--- config.mk ---
export PLATFORM = sky130hd
export DESIGN_NAME = demux_router
export DESIGN_NICKNAME = d
export VERILOG_FILES = /design/src/rtl/demux_router.sv
export SDC_FILE = /design/constraint.sdc
export NUM_CORES = 1
export LEC_CHECK = 0
export BUFFER_PORTS_ARGS = -buffer_cell sky130_fd_sc_hd__buf_4
export CORE_MARGIN = 8
export CORE_UTILIZATION = 56
export CTS_BUF_LIST = sky130_fd_sc_hd__clkbuf_8 sky130_fd_sc_hd__clkbuf_16
export CTS_CLUSTER_DIAMETER = 120
export DETAILED_ROUTE_END_ITERATION = 8
export GPL_ROUTABILITY_DRIVEN = 0
export HOLD_SLACK_MARGIN = 0.05
export PLACE_DENSITY = 0.84
export REMOVE_ABC_BUFFERS = 1
export SLEW_MARGIN = 15
export SYNTH_ARGS = -nofsm -noshare
export SYNTH_HDL_FRONTEND = slang
export SYNTH_SLANG_ARGS = --single-unit
export TNS_END_PERCENT = 5
--- constraint.sdc ---
create_clock -name clock -period 4.9 [get_ports clock]
set_input_delay 1.225 -clock clock [delete_from_list [all_inputs] [get_ports clock]]
set_output_delay 1.225 -clock clock [all_outputs]
set_load 0.02 [all_outputs]
--- src/rtl/demux_router.sv ---
// demux_router
//   Four-way registered demultiplexer. Each accepted input word is queued in
//   the FIFO selected by sel and presented on that port with valid/ready.
//   Back-pressure applies per destination.
//
// Ports
//   clock      rising-edge clock
//   reset      asynchronous, active-low; flushes every FIFO
//   in         input data word
//   sel        destination index 0..3
//   in_valid   in/sel valid this cycle
//   in_ready   destination selected by sel is not full
//   out        packed head words, out[i*NUM_OF_BITS +: NUM_OF_BITS] = port i
//   out_valid  per-port non-empty flags
//   out_ready  per-port consumer take
//   count      per-port 8-bit delivered-word counters, packed
//
// Configuration macro
//   DEMUX_STATS_EN  builds the per-port delivered-word counters; when it is
//                   undefined, count is tied to zero.
module demux_router #(
  parameter int NUM_OF_BITS = 4,
  parameter int DEPTH       = 2
) (
  input  logic                     clock,
  input  logic                     reset,
  input  logic [NUM_OF_BITS-1:0]   in,
  input  logic [1:0]               sel,
  input  logic                     in_valid,
  output logic                     in_ready,
  output logic [4*NUM_OF_BITS-1:0] out,
  output logic [3:0]               out_valid,
  input  logic [3:0]               out_ready,
  output logic [31:0]              count
);

  localparam int AW = $clog2(DEPTH);
  localparam int OW = AW + 1;

  logic [3:0] full;

  // Only registered full flags feed in_ready, so no bypass from a same-cycle pop.
  assign in_ready = !full[sel];

  for (genvar i = 0; i < 4; i++) begin : g_port
    logic [NUM_OF_BITS-1:0] mem [DEPTH];
    logic [AW-1:0]          rd_ptr;
    logic [AW-1:0]          wr_ptr;
    logic [OW-1:0]          occ;
    logic                   push;
    logic                   pop;

    assign full[i]      = (occ == OW'(DEPTH));
    assign out_valid[i] = (occ != '0);
    assign push         = in_valid && !full[i] && (sel == 2'(i));
    assign pop          = out_valid[i] && out_ready[i];

    // Storage is cleared on reset so the head word reads as zero while flushed.
    assign out[i*NUM_OF_BITS +: NUM_OF_BITS] = mem[rd_ptr];

    // DEPTH is a power of two, so pointers wrap by natural overflow.
    always_ff @(posedge clock or negedge reset) begin
      if (!reset) begin
        rd_ptr <= '0;
        wr_ptr <= '0;
        occ    <= '0;
        for (int j = 0; j < DEPTH; j++) begin
          mem[j] <= '0;
        end
      end else begin
        if (push) begin
          mem[wr_ptr] <= in;
          wr_ptr      <= wr_ptr + 1'b1;
        end
        if (pop) begin
          rd_ptr <= rd_ptr + 1'b1;
        end
        case ({push, pop})
          2'b10:   occ <= occ + 1'b1;
          2'b01:   occ <= occ - 1'b1;
          default: occ <= occ;
        endcase
      end
    end

`ifdef DEMUX_STATS_EN
    logic [7:0] cnt;

    // Wraps 255 -> 0 by natural overflow.
    always_ff @(posedge clock or negedge reset) begin
      if (!reset) begin
        cnt <= '0;
      end else if (pop) begin
        cnt <= cnt + 8'd1;
      end
    end

    assign count[i*8 +: 8] = cnt;
`else
    assign count[i*8 +: 8] = 8'd0;
`endif
  end

endmodule

==> results of run 1 <==
## critical path: cells and delay by family
kind / cells / cell delay [ns]
buffers and inverters: 2 / 0.32
muxes: 1 / 0.50
## logic make-up (layout without fill, tap and decap cells)
logic type / Yosys count / in the layout
flops: 48 / 48
fa+ha+maj: 4 / 4
mux: 49 / 49
simple gates: 33 / 33
buf+inv: 35 / 42
other cells: 1 / 32
xor+xnor: 20 / 20
## layout by cell type (no fill, tap or decap), drive strengths merged, types with 2 or more instances in the layout
cell     n
ha       4
inv      2
and2     4
dfrtp   48
nand4b   2
nor2     5
xnor2   12
clkbuf   5
buf     33
xor2     8
conb    32
nor2b    3
mux2    48
nand3    2
nand2    2
nand2b   3
or2      4
nor4b    2
## through the flow
stage          std cells  hold WS, ns  worst slack (ns)
2_1_floorplan        187        0.448              1.90
3_3_place_gp         272        0.469              1.63
3_5_place_dp         272        0.478              1.62
4_1_cts              280        0.491              1.62
5_1_grt              280        0.507              1.60
6_report             280        0.484              1.62
## flip-flops by register name, indices dropped and copies added, names as in the netlist
signal	count
g_port.mem	32
g_port.occ	8
g_port.rd_ptr	4
g_port.wr_ptr	4
## power groups by stage
stage	combinational [W]	sequential, W	clock (W)
finish	0.000893	0.000748	0.000278
global route	0.000966	0.000781	0.000300
CTS	0.000908	0.000749	0.000285
detailed placement	0.000902	0.000757	0
global placement	0.000882	0.000744	0
floorplan	0.000638	0.000713	0
## routing by layer
metal	up-vias	track usage (%)	routed length, µm	share of wire (%)
met4	0	7.24	85	1.9
met5	-	0	0	0
met2	49	24.8	2240	49
met1	682	16.8	1950	43
met3	7	3.68	285	6.2
li1	659	-	-	-
## worst paths after layout
path / start / endpoint / depth (start not counted)
worst min register to register: g_port[1].occ[1] / g_port[1].occ[1] / 1
worst min-delay path: g_port[1].occ[1] / g_port[1].occ[1] / 1
max in group asynchronous: reset / g_port[1].mem[2] / 1
min in group asynchronous: reset / g_port[2].occ[1] / 1
worst max-delay path: sel[0] / in_ready / 3
worst max register to register: g_port[2].occ[1] / g_port[2].occ[1] / 5
## cell type report
class | count | area share, %
clock buffers | 5 | 2.49
inverters | 1 | 0.136
well taps | 52 | 2.35
multi-input cells | 138 | 41.2
repair buffers | 33 | 8.96
clock inverters | 3 | 1.40
flip-flops and latches | 48 | 43.5
==> run summary, run 1 <==
Status -> complete, no violations
# IOs -> 66
Final setup TNS -> 0 ns
Top-count cell post-synth -> dfrtp_1
Hold Vio Cnt, Final -> 0
Syn Area/Cell -> 13.0 µm²
Clk pin slew, worst setup/hold paths -> 0.08 ns
Crit end category -> output port
Vias in the first global route -> 1570
Main synth FF type -> dfrtp_1
Leak -> 1.28 nW
Fillers -> 354
Via count -> 1397
CTS H-tree depth -> 2
Root buffer selected by CTS -> clkbuf_8
CP max FO -> 13
First-pass GRT wire length -> 7300 µm
Synth cell types -> 27
Syn Inst Count -> 190
FFs w/ async S/R, synth -> 100%
Wire length per cell -> 16.3 µm
Sequential element share of the synthesized area -> 48.5%
Cts hold-fix bufs -> 0
Number of inserted diodes -> 0
Antenna-violating nets left -> 0
Area grow syn2layout -> 11.6%
Period utilization -> 66.9%
Initial core utilization -> 57.7%
Peak supply drop -> 473 µV
Congestion Overflow GR -> 0
Reg area -> 0.00120 mm²
Nets -> 244
Post-Syn Area -> 0.00248 mm²
CTS sink count -> 48
Synth Area in XOR/XNOR -> 7.07%
Final wirelength -> 4560 µm
Dpl cell area -> 0.00266 mm²
IO Port Bufs -> 33
Number of core rows -> 24
Worst-Margin Slew -> 0.643 ns
Initial antenna violation count -> 0
Drt first pass iters -> 4
Finished Core Util -> 64.4%
Multi-input gate area -> 0.00114 mm²
Largest net degree at the start of global routing -> 49
Yosys top cell by area -> dfrtp_1
Worst setup SP type -> input pin
Critical path type -> in2out
Worst Clk Skew -> 0.0107 ns
Compound-Gate Fraction of Synth Area -> 0%
Synth top area share -> 48.5%
Clock power frac -> 14.5%
Layout cells sized above 1 -> 42.1%
MaxCap Viol Count -> 0
YS warnings -> 0
Synth Area in Simple Gates -> 8.69%
Critical-path top delay cell -> mux4_2
Worst-Skew Late Latency -> 0.31 ns
Worst EP arrival -> 2.05 ns
Core Region -> 0.00429 mm²
Overall die height -> 82.5 µm
Flop pwr share -> 39.0%
Max Slew Vio Count -> 0
Tot GR Track Use -> 14.6%
Post-synthesis adder-cell area fraction -> 2.02%
Initial DRC Count -> 49
Total power -> 0.00192 W
CP cell instances -> buf_4 -> mux4_2 -> buf_4
Ranking of synthesized cells by area -> dfrtp_1, mux2_2, buf_4
Power per Cell Area -> 694 mW/mm²
CTS max path bufs -> 2
RSZ-0062 raised after global routing -> no
Pint -> 0.00123 W
Largest family of logic cells by synthesized area -> multiplexers
#FFs+latches synth -> 48
TritonCTS clock tree -> built
Post-route DRC -> 0
Setup violators final -> 0
PostCTS Resize Cnt -> 0
Synth top cells by count -> dfrtp_1, mux2_2, buf_4
Sw frac -> 35.8%
P_sw -> 0.000686 W
Hpwl dp -> 3370 µm
Crit path largest cell delay -> 0.50 ns
FF-to-FF setup slack -> 3.16 ns
Worst Hold Class -> reg2reg
Post-CTS setup buffers -> 0
Logic pwr share -> 46.5%
Final min period -> 3.28 ns
Crit path required time -> 3.67 ns
Final Instance Area -> 0.00276 mm²
Crit path top cell by count -> buf_4
Die W -> 82.5 µm
Slew headroom -> 57.0%
Vias per cell -> 4.99
CTS Buf Count -> 5
Die area -> 0.00681 mm²
Post-synth EDFFs -> 0
Mux cell area share after synthesis -> 23.3%
Achievable Freq -> 305 MHz
No activity file was read; power rests on OpenSTA's default activity.
==> run 2: changes to the inputs <==
ABC_AREA = 1   (was not set)
CORE_UTILIZATION = 48   (was 56)
PLACE_DENSITY = 0.76   (was 0.84)
clock period = 2.6 ns   (was 4.9 ns; I/O delays follow)
==> run 2 against run 1 <==
  * Area after synthesis rose by 9.9%
  * First-iteration DRC count increased by 45%
  * Sequential power is 87% higher
  * Combinational power rose by 87%
  * Critical path type is now reg2out
  * Critical endpoint unchanged
==> run summary, run 2 <==
Hold Vio Cnt, Final -> 0
Antenna-violating nets left -> 0
DR top layer -> met4
Clock power frac -> 14.6%
R2r startpoint -> g_port[1].occ[0]
MaxCap Viol Count -> 0
Compound-Gate Fraction of Synth Area -> 2.39%
Vias per cell -> 4.78
Die W -> 91.3 µm
Slew headroom -> 58.6%
Sequential element share of the synthesized area -> 44.1%
Post-Syn Area -> 0.00272 mm²
M1 wire length -> 2400 µm
Largest net degree at the start of global routing -> 49
CTS sink count -> 48
Finished Core Util -> 54.6%
WL met2 -> 2800 µm
Number of core rows -> 27
Critical path type -> reg2out
CTS H-tree depth -> 2
Pre-CTS WS -> 0.556 ns
P_sw -> 0.00158 W
CP max FO -> 4
Setup violators final -> 0
Reg2Reg Depth -> 8
Post-CTS setup buffers -> 0
TritonCTS clock tree -> built
Crit Reg-Reg Endpoint -> g_port[1].occ[1]
Final wirelength -> 5700 µm
Setup ws final -> 0.461 ns
FF-to-FF setup slack -> 0.99 ns
Ranking of synthesized cells by area -> dfrtp_1, nand2_1, buf_4
Synth top cells by count -> nand2_1, dfrtp_1, nand4_1
Most frequent cells in the layout -> nand2_1, dfrtp_1, nand4_1
Worst setup SP type -> flip-flop
Hpwl dp -> 4370 µm
Syn Area/Cell -> 8.01 µm²
Multi-input gate area -> 0.00122 mm²
Worst EP arrival -> 1.49 ns
Mux cell area share after synthesis -> 0%
Main synth FF type -> dfrtp_1
Layout cells sized above 1 -> 15.0%
Final setup TNS -> 0 ns
# IOs -> 66
Peak supply drop -> 489 µV
Top-count cell post-synth -> nand2_1
Pint -> 0.00202 W
#FFs+latches synth -> 48
Yosys top cell by area -> dfrtp_1
Crit path required time -> 1.95 ns
Wire length per cell -> 12.8 µm
Hold slack final -> 0.341 ns
Vias in the first global route -> 2119
Congestion Overflow GR -> 0
Largest family of logic cells by synthesized area -> simple AND/OR/NAND/NOR gates
Achievable Freq -> 467 MHz
Post-route DRC -> 0
Reg area -> 0.00120 mm²
Most common cell after layout, fill and taps aside -> nand2_1
Final min period -> 2.14 ns
Flop pwr share -> 39.0%
FFs w/ async S/R, synth -> 100%
YS warnings -> 0
Logic pwr share -> 46.3%
Overall die height -> 91.3 µm
Die area -> 0.00834 mm²
Largest Register -> g_port.mem
Number of inserted diodes -> 0
Tot GR Track Use -> 14.2%
Area grow syn2layout -> 10.5%
Post-synthesis adder-cell area fraction -> 1.84%
Setup crit start -> g_port[1].occ[0]
Drt first pass iters -> 4
Worst Hold Class -> in2async
Root buffer selected by CTS -> clkbuf_8
PostCTS Resize Cnt -> 0
Worst Clk Skew -> 0.00945 ns
IO Port Bufs -> 33
CTS max path bufs -> 2
Synth cell types -> 20
Syn Inst Count -> 340
Nets -> 389
Initial core utilization -> 49.4%
Sw frac -> 43.9%
CTS Buf Count -> 5
Power per Cell Area -> 1200 mW/mm²
Max Slew Vio Count -> 0
Routed wl met3 -> 468 µm
Period utilization -> 82.3%
Via count -> 2129
Worst-Skew Late Latency -> 0.30 ns
Leak -> 1.70 nW
Fillers -> 529
Synth Area in XOR/XNOR -> 3.86%
Synth top area share -> 44.1%
Worst-Margin Slew -> 0.620 ns
Top flop regs -> g_port.mem (32), g_port.occ (8)
Status -> complete, no violations
Post-synth EDFFs -> 0
Max FFs per register -> 32
Crit end category -> output port
Initial DRC Count -> 71
RSZ-0062 raised after global routing -> no
Core Region -> 0.00551 mm²
Clk pin slew, worst setup/hold paths -> 0.09 ns
Critical Path End -> in_ready
Cts hold-fix bufs -> 0
Synth Area in Simple Gates -> 32.4%
First-pass GRT wire length -> 9830 µm
Initial antenna violation count -> 0
-- run 2: how the worst min path moves through the flow --
stage	endpoint
floorplan	g_port[0].mem[0]
global placement	g_port[3].mem[3]
detailed placement	g_port[2].mem[3]
CTS	g_port[3].mem[1]
global route	g_port[3].rd_ptr
finish	g_port[3].rd_ptr
-- run 2: stage by stage --
stage | std cells | instance area [µm²] | total power [W]
after floorplan | 330 | 2550 | 0.00249
after global placement | 437 | 2900 | 0.00304
after detailed placement | 437 | 2900 | 0.00310
after CTS | 445 | 3010 | 0.00363
after global routing | 445 | 3010 | 0.00391
final | 445 | 3010 | 0.00359
-- run 2: cells by family (layout without fill, tap and decap cells) --
logic type	count (synthesis)	in the layout
buffers and inverters	73	75
adder cells (fa/ha/maj)	4	4
AND/OR/NAND/NOR	198	198
AO/OA/AOI/OAI	4	4
flip-flops	48	48
XOR/XNOR	12	12
other	1	32
-- run 2: worst max-delay path: stages, from the launching register on --
cell and delay [ns]:
dfrtp_1 0.41, inv_1 0.18, nand2_1 0.14, nand2_1 0.08
nand3_1 0.06, and2_1 0.17, buf_4 0.16
-- run 2: routing by layer --
layer,up-vias,track usage (%)
li1,1078,-
met1,979,17.0
met2,70,24.5
met3,2,4.03
met4,0,3.27
met5,-,0
-- run 2: area by class of cell --
cell class / instances / area share [%]
multi-input combinational: 250 / 40.7
sequential: 48 / 39.9
clock buffer: 5 / 2.29
clock inverter: 3 / 1.29
inverter: 32 / 4.08
timing repair buffer: 35 / 8.74
tap: 72 / 3.00
-- run 2: power by group through the flow --
stage | registers [W] | clock network [W] | logic (W)
final | 0.00140 | 0.000526 | 0.00167
after global routing | 0.00145 | 0.000568 | 0.00189
after CTS | 0.00140 | 0.000534 | 0.00169
after detailed placement | 0.00141 | 0 | 0.00169
after global placement | 0.00140 | 0 | 0.00164
after floorplan | 0.00134 | 0 | 0.00115
==> run 3: changes to the inputs <==
CORE_UTILIZATION = 53   (was 48)
PLACE_DENSITY = 0.79   (was 0.76)
clock period = 2.1 ns   (was 2.6 ns; I/O delays follow)
==> run 3 against run 2 <==
  * Total power up 24%
  * Cell count fell by 0.45%
  * Clock skew is 0.0015 ns lower
  * Sequential cell count unchanged
  * First-iteration DRC count increased by 110%
  * Setup slack lost 0.35 ns
  * Largest cell class unchanged
==> run summary, run 3 (same netlist as run 2, synthesis figures left out) <==
Crit path largest cell delay -> 0.41 ns
Initial antenna violation count -> 0
Pint -> 0.00250 W
Initial DRC Count -> 152
Clock power frac -> 14.5%
Cell Count, Final, Fillers Out -> 443
Initial core utilization -> 54.0%
Reg2Reg Depth -> 7
Crit Reg-Reg Endpoint -> g_port[0].occ[1]
CP max FO -> 4
Most common cell after layout, fill and taps aside -> nand2_1
Crit path top cell by count -> nand2_1
Critical path type -> reg2out
P_sw -> 0.00196 W
CP cell instances -> inv_1 -> nand2_1 -> nand2_1 -> nand3_1 -> and2_1 -> buf_4
Sw frac -> 44.0%
Top flop regs -> g_port.mem (32), g_port.occ (8)
Overall die height -> 87.7 µm
Final wirelength -> 5650 µm
MaxCap Viol Count -> 0
Status -> complete, no violations
Power per Cell Area -> 1490 mW/mm²
Die W -> 87.7 µm
Critical-path top delay cell -> dfrtp_1
Cells after DPL -> 435
Number of inserted diodes -> 0
Drt first pass iters -> 4
First-pass GRT wire length -> 9320 µm
RSZ-0062 raised after global routing -> no
Clk pin slew, worst setup/hold paths -> 0.08 ns
CTS H-tree depth -> 2
Worst EP arrival -> 1.46 ns
Post-CTS setup buffers -> 0
Nets -> 389
Max Slew Vio Count -> 0
Via count -> 2142
Worst-Skew Late Latency -> 0.30 ns
Crit path required time -> 1.57 ns
TritonCTS clock tree -> built
Crit end category -> output port
Tot GR Track Use -> 15.3%
Hold Vio Cnt, Final -> 0
CTS sink count -> 48
Largest Register -> g_port.mem
Layout cells sized above 1 -> 15.5%
Most frequent cells in the layout -> nand2_1, dfrtp_1, nand4_1
Antenna-violating nets left -> 0
Setup violators final -> 0
Worst Clk Skew -> 0.00794 ns
Die area -> 0.00769 mm²
IO Port Bufs -> 33
Worst Hold Class -> in2async
R2r startpoint -> g_port[0].occ[0]
Core Region -> 0.00504 mm²
Total power -> 0.00446 W
Worst setup SP type -> flip-flop
Flop pwr share -> 39.1%
Area grow syn2layout -> 10.4%
Number of core rows -> 26
Buffers & Inverters on Critical Path -> 2
CTS Buf Count -> 5
Leak -> 1.70 nW
FF-to-FF setup slack -> 0.48 ns
Congestion Overflow GR -> 0
Hpwl dp -> 4320 µm
# IOs -> 66
Largest net degree at the start of global routing -> 49
Wire length per cell -> 12.8 µm
Crit-path leading delay family -> simple AND/OR/NAND/NOR gates
Slew headroom -> 60.8%
Root buffer selected by CTS -> clkbuf_8
Finished Core Util -> 59.6%
Achievable Freq -> 503 MHz
Post-route DRC -> 0
Max FFs per register -> 32
Vias per cell -> 4.84
Vias in the first global route -> 2099
Final min period -> 1.99 ns
CTS max path bufs -> 2
Peak supply drop -> 809 µV
Logic pwr share -> 46.3%
Worst-Margin Slew -> 0.588 ns
Period utilization -> 94.6%
==> run 3: power groups by stage <==
stage               logic (W)  clock network [W]  registers [W]
floorplan             0.00143                  0        0.00166
global placement      0.00202                  0        0.00174
detailed placement    0.00208                  0        0.00175
CTS                   0.00209           0.000669        0.00174
global route          0.00231           0.000698        0.00181
finish                0.00207           0.000649        0.00175
==> run 3: stage by stage <==
step	setup WS, ns	setup TNS (ns)	hold slack [ns]	instance area [µm²]
5_1_grt	0.0327	0	0.267	3010
3_3_place_gp	0.295	0	0.456	2900
2_1_floorplan	-0.0175	-0.0175	0.229	2550
3_5_place_dp	0.238	0	0.460	2900
6_report	0.114	0	0.216	3010
4_1_cts	0.0600	0	0.238	3010
==> run 3: metal layers <==
| layer | up-vias | GRT usage, % | wire [µm] |
|---|---|---|---|
| li1 | 1084 | - | - |
| met1 | 979 | 18.7 | 2570 |
| met2 | 72 | 25.8 | 2670 |
| met3 | 7 | 3.75 | 340 |
| met4 | 0 | 4.69 | 63 |
| met5 | - | 0 | 0 |
==> run 3: worst max-delay path by stage <==
| stage | start | end | cells past startpoint |
|---|---|---|---|
| after floorplan | in_valid | g_port[0].occ[1] | 7 |
| after global placement | sel[0] | g_port[0].occ[1] | 7 |
| after detailed placement | sel[1] | g_port[1].occ[1] | 8 |
| after CTS | g_port[1].occ[0] | in_ready | 6 |
| after global routing | g_port[3].occ[0] | in_ready | 6 |
| final | g_port[3].occ[0] | in_ready | 6 |
==> run 3: area by class of cell <==
cell class | count | area (µm²)
Fill cell | 468 | 2040
Multi-Input combinational cell | 250 | 1220
Sequential cell | 48 | 1200
Timing Repair Buffer | 35 | 263
Inverter | 32 | 123
Tap cell | 70 | 87.6
Clock buffer | 5 | 68.8
Clock inverter | 3 | 38.8
==> run 3: repair_timing <==
action | CTS | global route
gates resized for setup | 0 | 2
hold buffers | 0 | 0
setup endpoints to repair | 0 | 1
==> run 3: worst reg2reg max path: stages, from the launching register on <==
cell and delay (ns):
dfrtp_1 0.41, inv_2 0.08, a21oi_4 0.24, nand2_1 0.13
ha_1 0.33, inv_1 0.07, nand3_1 0.09, xor2_1 0.15
